**src/rtl/change_dispenser_pkg.sv**
```systemverilog
// Shared types and constants for the change dispenser: FSM states,
// denomination codes and their coin values.
package change_dispenser_pkg;

  typedef enum logic [2:0] {
    ST_IDLE   = 3'd0,
    ST_SELECT = 3'd1,
    ST_ISSUE  = 3'd2,
    ST_DONE   = 3'd3,
    ST_FAULT  = 3'd4
  } state_t;

  typedef enum logic [1:0] {
    DEN_50 = 2'd0,
    DEN_10 = 2'd1,
    DEN_5  = 2'd2,
    DEN_1  = 2'd3
  } denom_t;

  localparam logic [7:0] VALUE_50 = 8'd50;
  localparam logic [7:0] VALUE_10 = 8'd10;
  localparam logic [7:0] VALUE_5  = 8'd5;
  localparam logic [7:0] VALUE_1  = 8'd1;

  function automatic logic [7:0] denom_value(input logic [1:0] code);
    logic [7:0] v;
    case (denom_t'(code))
      DEN_50:  v = VALUE_50;
      DEN_10:  v = VALUE_10;
      DEN_5:   v = VALUE_5;
      default: v = VALUE_1;
    endcase
    return v;
  endfunction

endpackage

```
**src/rtl/change_dispenser_if.sv**
```systemverilog
// Payout request, hopper handshake, refill and status signals of the
// change dispenser, bundled with a driver-side and a dispenser-side view.
interface change_dispenser_if;
  logic       start;
  logic [7:0] change_amount;
  logic       coin_ack;
  logic       refill;
  logic [1:0] refill_sel;
  logic [7:0] refill_qty;
  logic       coin_req;
  logic [1:0] coin_sel;
  logic       busy;
  logic       done;
  logic [7:0] shortfall;
  logic       fault;

  modport master (
    output start, change_amount, coin_ack, refill, refill_sel, refill_qty,
    input  coin_req, coin_sel, busy, done, shortfall, fault
  );

  modport slave (
    input  start, change_amount, coin_ack, refill, refill_sel, refill_qty,
    output coin_req, coin_sel, busy, done, shortfall, fault
  );
endinterface

```
**src/rtl/change_dispenser_coin_inventory.sv**
```systemverilog
// Four saturating coin counters; refill and a one-coin decrement may hit the
// same counter in one cycle and are merged before saturation.
module coin_inventory
  import change_dispenser_pkg::*;
#(
  parameter logic [7:0] INIT_COUNT = 8'd20
) (
  input  logic       clk,
  input  logic       reset,
  input  logic       refill,
  input  logic [1:0] refill_sel,
  input  logic [7:0] refill_qty,
  input  logic       dec,
  input  logic [1:0] dec_sel,
  output logic [3:0] nonzero
);
  logic [7:0] count_r [4];
  logic [9:0] sum_s   [4];
  logic [7:0] next_s  [4];

  // Merge refill and decrement in 10 bits, then clamp to 255.
  always_comb begin
    for (int i = 0; i < 4; i++) begin
      sum_s[i] = {2'b00, count_r[i]}
               + (((refill == 1'b1) && (refill_sel == 2'(i))) ? {2'b00, refill_qty} : 10'd0)
               - (((dec == 1'b1) && (dec_sel == 2'(i))) ? 10'd1 : 10'd0);
      next_s[i]  = (sum_s[i] > 10'd255) ? 8'd255 : sum_s[i][7:0];
      nonzero[i] = (count_r[i] != 8'd0);
    end
  end

  // Counter registers.
  always_ff @(posedge clk or negedge reset) begin
    if (!reset) begin
      for (int i = 0; i < 4; i++) count_r[i] <= INIT_COUNT;
    end else begin
      for (int i = 0; i < 4; i++) count_r[i] <= next_s[i];
    end
  end

endmodule

```
**src/rtl/change_dispenser.sv**
```systemverilog
// Greedy change dispenser: picks the largest affordable stocked coin, issues
// it to the hopper, and waits for the acknowledge with a fault timeout.
module change_dispenser
  import change_dispenser_pkg::*;
#(
  parameter logic [7:0] INIT_COUNT  = 8'd20,
  parameter int         ACK_TIMEOUT = 16
) (
  input logic               clk,
  input logic               reset,
  change_dispenser_if.slave bus
);
  localparam int TW = $clog2(ACK_TIMEOUT + 1);

  state_t          state_r,     state_s;
  logic [7:0]      remaining_r, remaining_s;
  logic [TW-1:0]   timeout_r,   timeout_s;
  logic [1:0]      coin_sel_r,  coin_sel_s;
  logic [7:0]      shortfall_r, shortfall_s;
  logic            coin_req_r, busy_r, done_r, fault_r;
  logic            dec_s;
  logic [3:0]      nonzero_s;
  logic [3:0]      elig_s;
  logic [1:0]      pick_sel_s;
  logic            pick_found_s;

  coin_inventory #(.INIT_COUNT(INIT_COUNT)) u_inv (
    .clk        (clk),
    .reset      (reset),
    .refill     (bus.refill),
    .refill_sel (bus.refill_sel),
    .refill_qty (bus.refill_qty),
    .dec        (dec_s),
    .dec_sel    (coin_sel_r),
    .nonzero    (nonzero_s)
  );

  // Greedy choice: code 0 is the largest coin, so lowest eligible code wins.
  always_comb begin
    for (int i = 0; i < 4; i++) begin
      elig_s[i] = nonzero_s[i] && (denom_value(2'(i)) <= remaining_r);
    end
    pick_found_s = |elig_s;
    if (elig_s[0])      pick_sel_s = DEN_50;
    else if (elig_s[1]) pick_sel_s = DEN_10;
    else if (elig_s[2]) pick_sel_s = DEN_5;
    else                pick_sel_s = DEN_1;
  end

  // Next-state and datapath updates.
  always_comb begin
    state_s     = state_r;
    remaining_s = remaining_r;
    timeout_s   = timeout_r;
    coin_sel_s  = coin_sel_r;
    shortfall_s = shortfall_r;
    dec_s       = 1'b0;
    case (state_r)
      ST_IDLE: begin
        if (bus.start) begin
          remaining_s = bus.change_amount;
          shortfall_s = 8'd0;
          state_s     = ST_SELECT;
        end else begin
          state_s = ST_IDLE;
        end
      end
      ST_SELECT: begin
        if (remaining_r == 8'd0) begin
          shortfall_s = 8'd0;
          state_s     = ST_DONE;
        end else if (pick_found_s) begin
          coin_sel_s = pick_sel_s;
          timeout_s  = {TW{1'b0}};
          state_s    = ST_ISSUE;
        end else begin
          shortfall_s = remaining_r;
          state_s     = ST_DONE;
        end
      end
      ST_ISSUE: begin
        if (bus.coin_ack) begin
          remaining_s = remaining_r - denom_value(coin_sel_r);
          dec_s       = 1'b1;
          state_s     = ST_SELECT;
        end else begin
          timeout_s = timeout_r + {{(TW-1){1'b0}}, 1'b1};
          if (timeout_s == TW'(ACK_TIMEOUT)) state_s = ST_FAULT;
          else                               state_s = ST_ISSUE;
        end
      end
      ST_DONE:  state_s = ST_IDLE;
      ST_FAULT: state_s = ST_FAULT;
      default:  state_s = ST_IDLE;
    endcase
  end

  // State, datapath and registered status outputs.
  always_ff @(posedge clk or negedge reset) begin
    if (!reset) begin
      state_r     <= ST_IDLE;
      remaining_r <= 8'd0;
      timeout_r   <= {TW{1'b0}};
      coin_sel_r  <= 2'd0;
      shortfall_r <= 8'd0;
      coin_req_r  <= 1'b0;
      busy_r      <= 1'b0;
      done_r      <= 1'b0;
      fault_r     <= 1'b0;
    end else begin
      state_r     <= state_s;
      remaining_r <= remaining_s;
      timeout_r   <= timeout_s;
      coin_sel_r  <= coin_sel_s;
      shortfall_r <= shortfall_s;
      coin_req_r  <= (state_s == ST_ISSUE);
      busy_r      <= (state_s != ST_IDLE);
      done_r      <= (state_s == ST_DONE);
      fault_r     <= (state_s == ST_FAULT);
    end
  end

  assign bus.coin_req  = coin_req_r;
  assign bus.coin_sel  = coin_sel_r;
  assign bus.busy      = busy_r;
  assign bus.done      = done_r;
  assign bus.shortfall = shortfall_r;
  assign bus.fault     = fault_r;

endmodule

```
**src/flat_wrapper.sv**
```systemverilog
// flat-port wrapper written by rule: the top's interface ports become plain ports
module change_dispenser_flat import change_dispenser_pkg::*;
#(
  parameter logic [7:0] INIT_COUNT  = 8'd20,
  parameter int         ACK_TIMEOUT = 16
)
  (clk, reset, bus_start, bus_change_amount, bus_coin_ack, bus_refill, bus_refill_sel, bus_refill_qty, bus_coin_req, bus_coin_sel, bus_busy, bus_done, bus_shortfall, bus_fault);
  change_dispenser_if bus_i ();
  input logic clk;
  input logic reset;
  input wire logic [$bits(bus_i.start)-1:0] bus_start;
  input wire logic [$bits(bus_i.change_amount)-1:0] bus_change_amount;
  input wire logic [$bits(bus_i.coin_ack)-1:0] bus_coin_ack;
  input wire logic [$bits(bus_i.refill)-1:0] bus_refill;
  input wire logic [$bits(bus_i.refill_sel)-1:0] bus_refill_sel;
  input wire logic [$bits(bus_i.refill_qty)-1:0] bus_refill_qty;
  output wire logic [$bits(bus_i.coin_req)-1:0] bus_coin_req;
  output wire logic [$bits(bus_i.coin_sel)-1:0] bus_coin_sel;
  output wire logic [$bits(bus_i.busy)-1:0] bus_busy;
  output wire logic [$bits(bus_i.done)-1:0] bus_done;
  output wire logic [$bits(bus_i.shortfall)-1:0] bus_shortfall;
  output wire logic [$bits(bus_i.fault)-1:0] bus_fault;
  assign bus_i.start = bus_start;
  assign bus_i.change_amount = bus_change_amount;
  assign bus_i.coin_ack = bus_coin_ack;
  assign bus_i.refill = bus_refill;
  assign bus_i.refill_sel = bus_refill_sel;
  assign bus_i.refill_qty = bus_refill_qty;
  assign bus_coin_req = bus_i.coin_req;
  assign bus_coin_sel = bus_i.coin_sel;
  assign bus_busy = bus_i.busy;
  assign bus_done = bus_i.done;
  assign bus_shortfall = bus_i.shortfall;
  assign bus_fault = bus_i.fault;
  change_dispenser #(.INIT_COUNT(INIT_COUNT), .ACK_TIMEOUT(ACK_TIMEOUT)) u_core (.clk(clk), .reset(reset), .bus(bus_i));
endmodule
```
**config.mk**
```make
export PLATFORM = sky130hd
export DESIGN_NAME = change_dispenser_flat
export DESIGN_NICKNAME = d
export VERILOG_FILES = /design/src/rtl/change_dispenser_pkg.sv /design/src/rtl/change_dispenser_if.sv /design/src/rtl/change_dispenser_coin_inventory.sv /design/src/rtl/change_dispenser.sv /design/src/flat_wrapper.sv
export SDC_FILE = /design/constraint.sdc
export NUM_CORES = 1
export LEC_CHECK = 0
export CAP_MARGIN = 5
export CORE_MARGIN = 1
export CORE_UTILIZATION = 54
export CTS_CLUSTER_DIAMETER = 120
export DETAILED_ROUTE_END_ITERATION = 12
export GPL_TIMING_DRIVEN = 1
export HOLD_SLACK_MARGIN = 0.1
export PLACE_DENSITY_LB_ADDON = 0.2
export SLEW_MARGIN = 15
export SYNTH_ARGS = -nofsm -noshare
export SYNTH_HDL_FRONTEND = slang
export SYNTH_SLANG_ARGS = --single-unit
```
**constraint.sdc**
```tcl
create_clock -name clk -period 3.3 [get_ports clk]
set_input_delay 0.66 -clock clk [delete_from_list [all_inputs] [get_ports clk]]
set_output_delay 0.66 -clock clk [all_outputs]
set_load 0.005 [all_outputs]
```
==> results of run 1 <==
-- flip-flops by register name, indices dropped and copies added, names as in the netlist --
name,count
u_core.bus.fault,1
u_core.bus.coin_req,1
u_core.timeout_r,5
u_core.bus.done,1
u_core.bus.shortfall,8
u_core.u_inv.count_r,32
u_core.bus.busy,1
u_core.state_r,3
u_core.remaining_r,8
u_core.bus.coin_sel,2
-- routing by layer --
layer / up-vias / GRT usage
li1: 2243 / -
met1: 2162 / 0.332
met2: 95 / 0.463
met3: 23 / 0.0453
met4: 0 / 0.0882
met5: - / 0
-- report_power, final --
part	switching (mW)	total, mW	leakage, nW	internal, mW
clock network	0.305	0.593	0.0841	0.288
logic	2.18	4.36	2.40	2.18
registers	0.258	1.33	0.714	1.07
total	2.74	6.28	3.20	3.54
-- final timing paths --
path | end | depth (start not counted)
hold / removal | u_core.timeout_r[2]$_DFFE_PN0P_ | 1
max in group asynchronous | u_core.u_inv.count_r[12]$_DFF_PN1_ | 2
hold reg to reg | u_core.bus.shortfall[7]$_DFFE_PN0P_ | 2
setup reg to reg | u_core.u_inv.count_r[16]$_DFF_PN0_ | 17
min in group clk | u_core.bus.shortfall[7]$_DFFE_PN0P_ | 2
setup / recovery | u_core.u_inv.count_r[16]$_DFF_PN0_ | 16
-- layout make-up --
class / count / area [um^2]
repair buffers: 121 / 1020
fillers: 652 / 2320
clock inverters: 6 / 37.5
well taps: 108 / 135
flip-flops and latches: 62 / 1560
inverters: 92 / 345
clock buffers: 10 / 138
multi-input cells: 424 / 3200
-- Yosys cell counts, types with 3 or more instances --
library cell	number	share of area
dfrtp_1	54	0.27
a21o_1	12	0.018
a221oi_1	4	0.0071
and2_1	19	0.024
nor2b_1	11	0.014
inv_1	92	0.070
a211oi_1	11	0.017
nor2_1	30	0.023
a31oi_1	4	0.0051
nand2b_1	16	0.020
nor4_1	10	0.013
dfstp_2	8	0.043
and3_1	3	0.0038
o21a_1	10	0.015
ha_1	65	0.17
clkbuf_1	7	0.0053
o22a_1	3	0.0053
a21oi_1	28	0.028
nor3_1	9	0.0091
nand3_1	15	0.015
nand2_1	72	0.055
xnor2_1	13	0.023
o21ai_0	32	0.033
o21bai_1	4	0.0061
xor2_1	12	0.021
fa_1	5	0.020
o31ai_1	7	0.011
-- worst max-delay path, stage by stage --
cell and delay [ns]:
clkdlybuf4s50_1 0.51, nand2_2 0.09, nor2_1 0.11, ha_1 0.24
inv_1 0.06, ha_1 0.17, inv_1 0.06, fa_2 0.34
nor2b_2 0.13, o21a_1 0.18, o21ai_2 0.11, a211oi_2 0.31
o21ai_2 0.12, o31ai_4 0.08, buf_12 0.16, nand2b_1 0.06
-- cell families (layout without fill, tap and decap cells) --
| family | count (synthesis) | in the layout | synth area share |
|---|---|---|---|
| and+or+nand+nor | 197 | 197 | 0.200 |
| AOI/OAI and AO/OA | 131 | 131 | 0.174 |
| buffers and inverters | 101 | 229 | 0.0775 |
| adders and majority gates | 71 | 71 | 0.188 |
| DFF | 62 | 62 | 0.317 |
| xor gates and xnor gates | 25 | 25 | 0.0445 |
-- what timing repair did --
item / CTS / global route
buffers inserted: 1 / 7
endpoints found under the hold margin: 0 / 0
resized for setup: 11 / 47
pin swaps: 2 / 12
endpoints found under the setup margin: 31 / 32
-- stage by stage --
step                setup TNS [ns]  hold WS [ns]
floorplan                        0         0.364
global placement            -12.20         0.491
detailed placement          -14.93         0.492
CTS                      -0.000468         0.335
global route                -0.392         0.370
finish                           0         0.321
==> summary.txt, run 1 <==
Routing
  – Highest metal used: met4
  – Antenna viol nets, final: 0
  – Routed WL per cell: 15.0 um
  – Met3 WL: 482 um
  – Via count: 4,523
  – Initial drt markers: 135
  – DRT met1 WL: 5460 um
  – # DRC: 0
  – Met2 WL: 6180 um
  – Routed Wire Length: 12,400 um
  – Number of detailed-route iterations in the first pass: 4
  – Vias per cell: 5.50

Timing
  – Slew Limit Fails: 0
  – Hold Vio Cnt, Final: 0
  – Worst-Margin Slew: 0.618 ns
  – Final period utilization: 0.966
  – Setup Skew: 0.00912 ns
  – Setup ws final: 0.112 ns
  – Period minus WS final: 3.19 ns
  – # setup viols final: 0
  – Slew margin rel.: 0.584
  – Fmax: 0.314 GHz

GRT
  – Global-route usage over all layers: 0.265
  – Largest net degree at the start of global routing: 28
  – Gr ovfl total: 0
  – Vias in the first global route: 4,687
  – Antenna violations before repair: 0
  – First-pass GRT wire length: 20,600 um

Worst setup path
  – Worst EP required: 3.52 ns
  – Crit Path Class: in -> reg
  – Worst-path maximum fanout: 8
  – CP Launch Point: bus_coin_ack
  – CP startpoint kind: input port
  – CP arrival: 3.41 ns
  – Element type at the critical path end: flop
  – R2R setup slack: 0.20 ns
  – Reg-to-reg startpoint: u_core.state_r[2]$_DFF_PN0_

Synthesis
  – Yosys Warn Count: 0
  – Syn Inst Count: 587
  – Synth Flop Type: dfrtp_1
  – Share of the yosys chip area belonging to registers: 0.317
  – Synth Register Bits: 62
  – Post-synth cell types: 52
  – Mapped Nets: 680
  – Async SR Flop Fraction: 1.00
  – EDFF count, synth: 0
  – Cell area after synthesis: 4920 um^2
  – Post-synthesis area per instance: 8.39 um^2

Flow run
  – Max cap viols: 0

Clocking
  – Clock sink count: 62
  – Clk slew on worst S/H paths: 0.07 ns
  – CTS Hold Bufs: 0
  – CTS buffer count: 9
  – CTS tree: built
  – Max clock buf depth: 2
  – Root Driver: clkbuf_8
  – Worst skew pair latency: 0.34 ns
  – H-tree levels: 3

Cells and area
  – Share of layout cells above drive strength 1: 0.218
  – Util after Layout: 0.736
  – Design area: 6450 um^2
  – Number of diodes: 0
  – Post-route insts no fill: 823
  – Layout area overhead: 30.9%
  – Most frequent cells in the layout: inv_1 (91), buf_4 (81), nand2_1 (70)
  – Commonest non-fill, non-tap cell in the layout: inv_1
  – Net count, final: 803

Place
  – Post-DP HPWL: 9600 um
  – Placer Congestion: 0.914
  – Placed Instances: 799
  – Placed cell areas: 5970 um^2
  – Setup WS pre-CTS: -0.595 ns
  – PortBufs: 36

Power
  – Final Total Pwr: 6.28 mW
  – Maximum VDD drop: 0.000785 V
  – Pwr dens: 975 nW/um^2
  – Leak: 3.20 nW

Floorplan
  – Initial core utilization: 0.562
  – Die Y: 97.5 um
  – Total die area: 9500 um^2
  – FP Rows: 34
  – Core area: 8760 um^2
  – Die W: 97.5 um
  – Top Ports: 37

Hold path
  – Hold Path Class: in -> async

Outcome
  – Outcome: complete, no violations
No activity file was read; power rests on OpenSTA's default activity.
==> inputs of run 2 (changes only) <==
--- a/config.mk
+++ b/config.mk
@@ -13,7 +13,6 @@
 export GPL_TIMING_DRIVEN = 1
 export HOLD_SLACK_MARGIN = 0.1
 export PLACE_DENSITY_LB_ADDON = 0.2
-export SLEW_MARGIN = 15
 export SYNTH_ARGS = -nofsm -noshare
 export SYNTH_HDL_FRONTEND = slang
 export SYNTH_SLANG_ARGS = --single-unit
==> results of run 2 <==
Same layout as run 1: the final DEF is identical, and so are final timing and power.
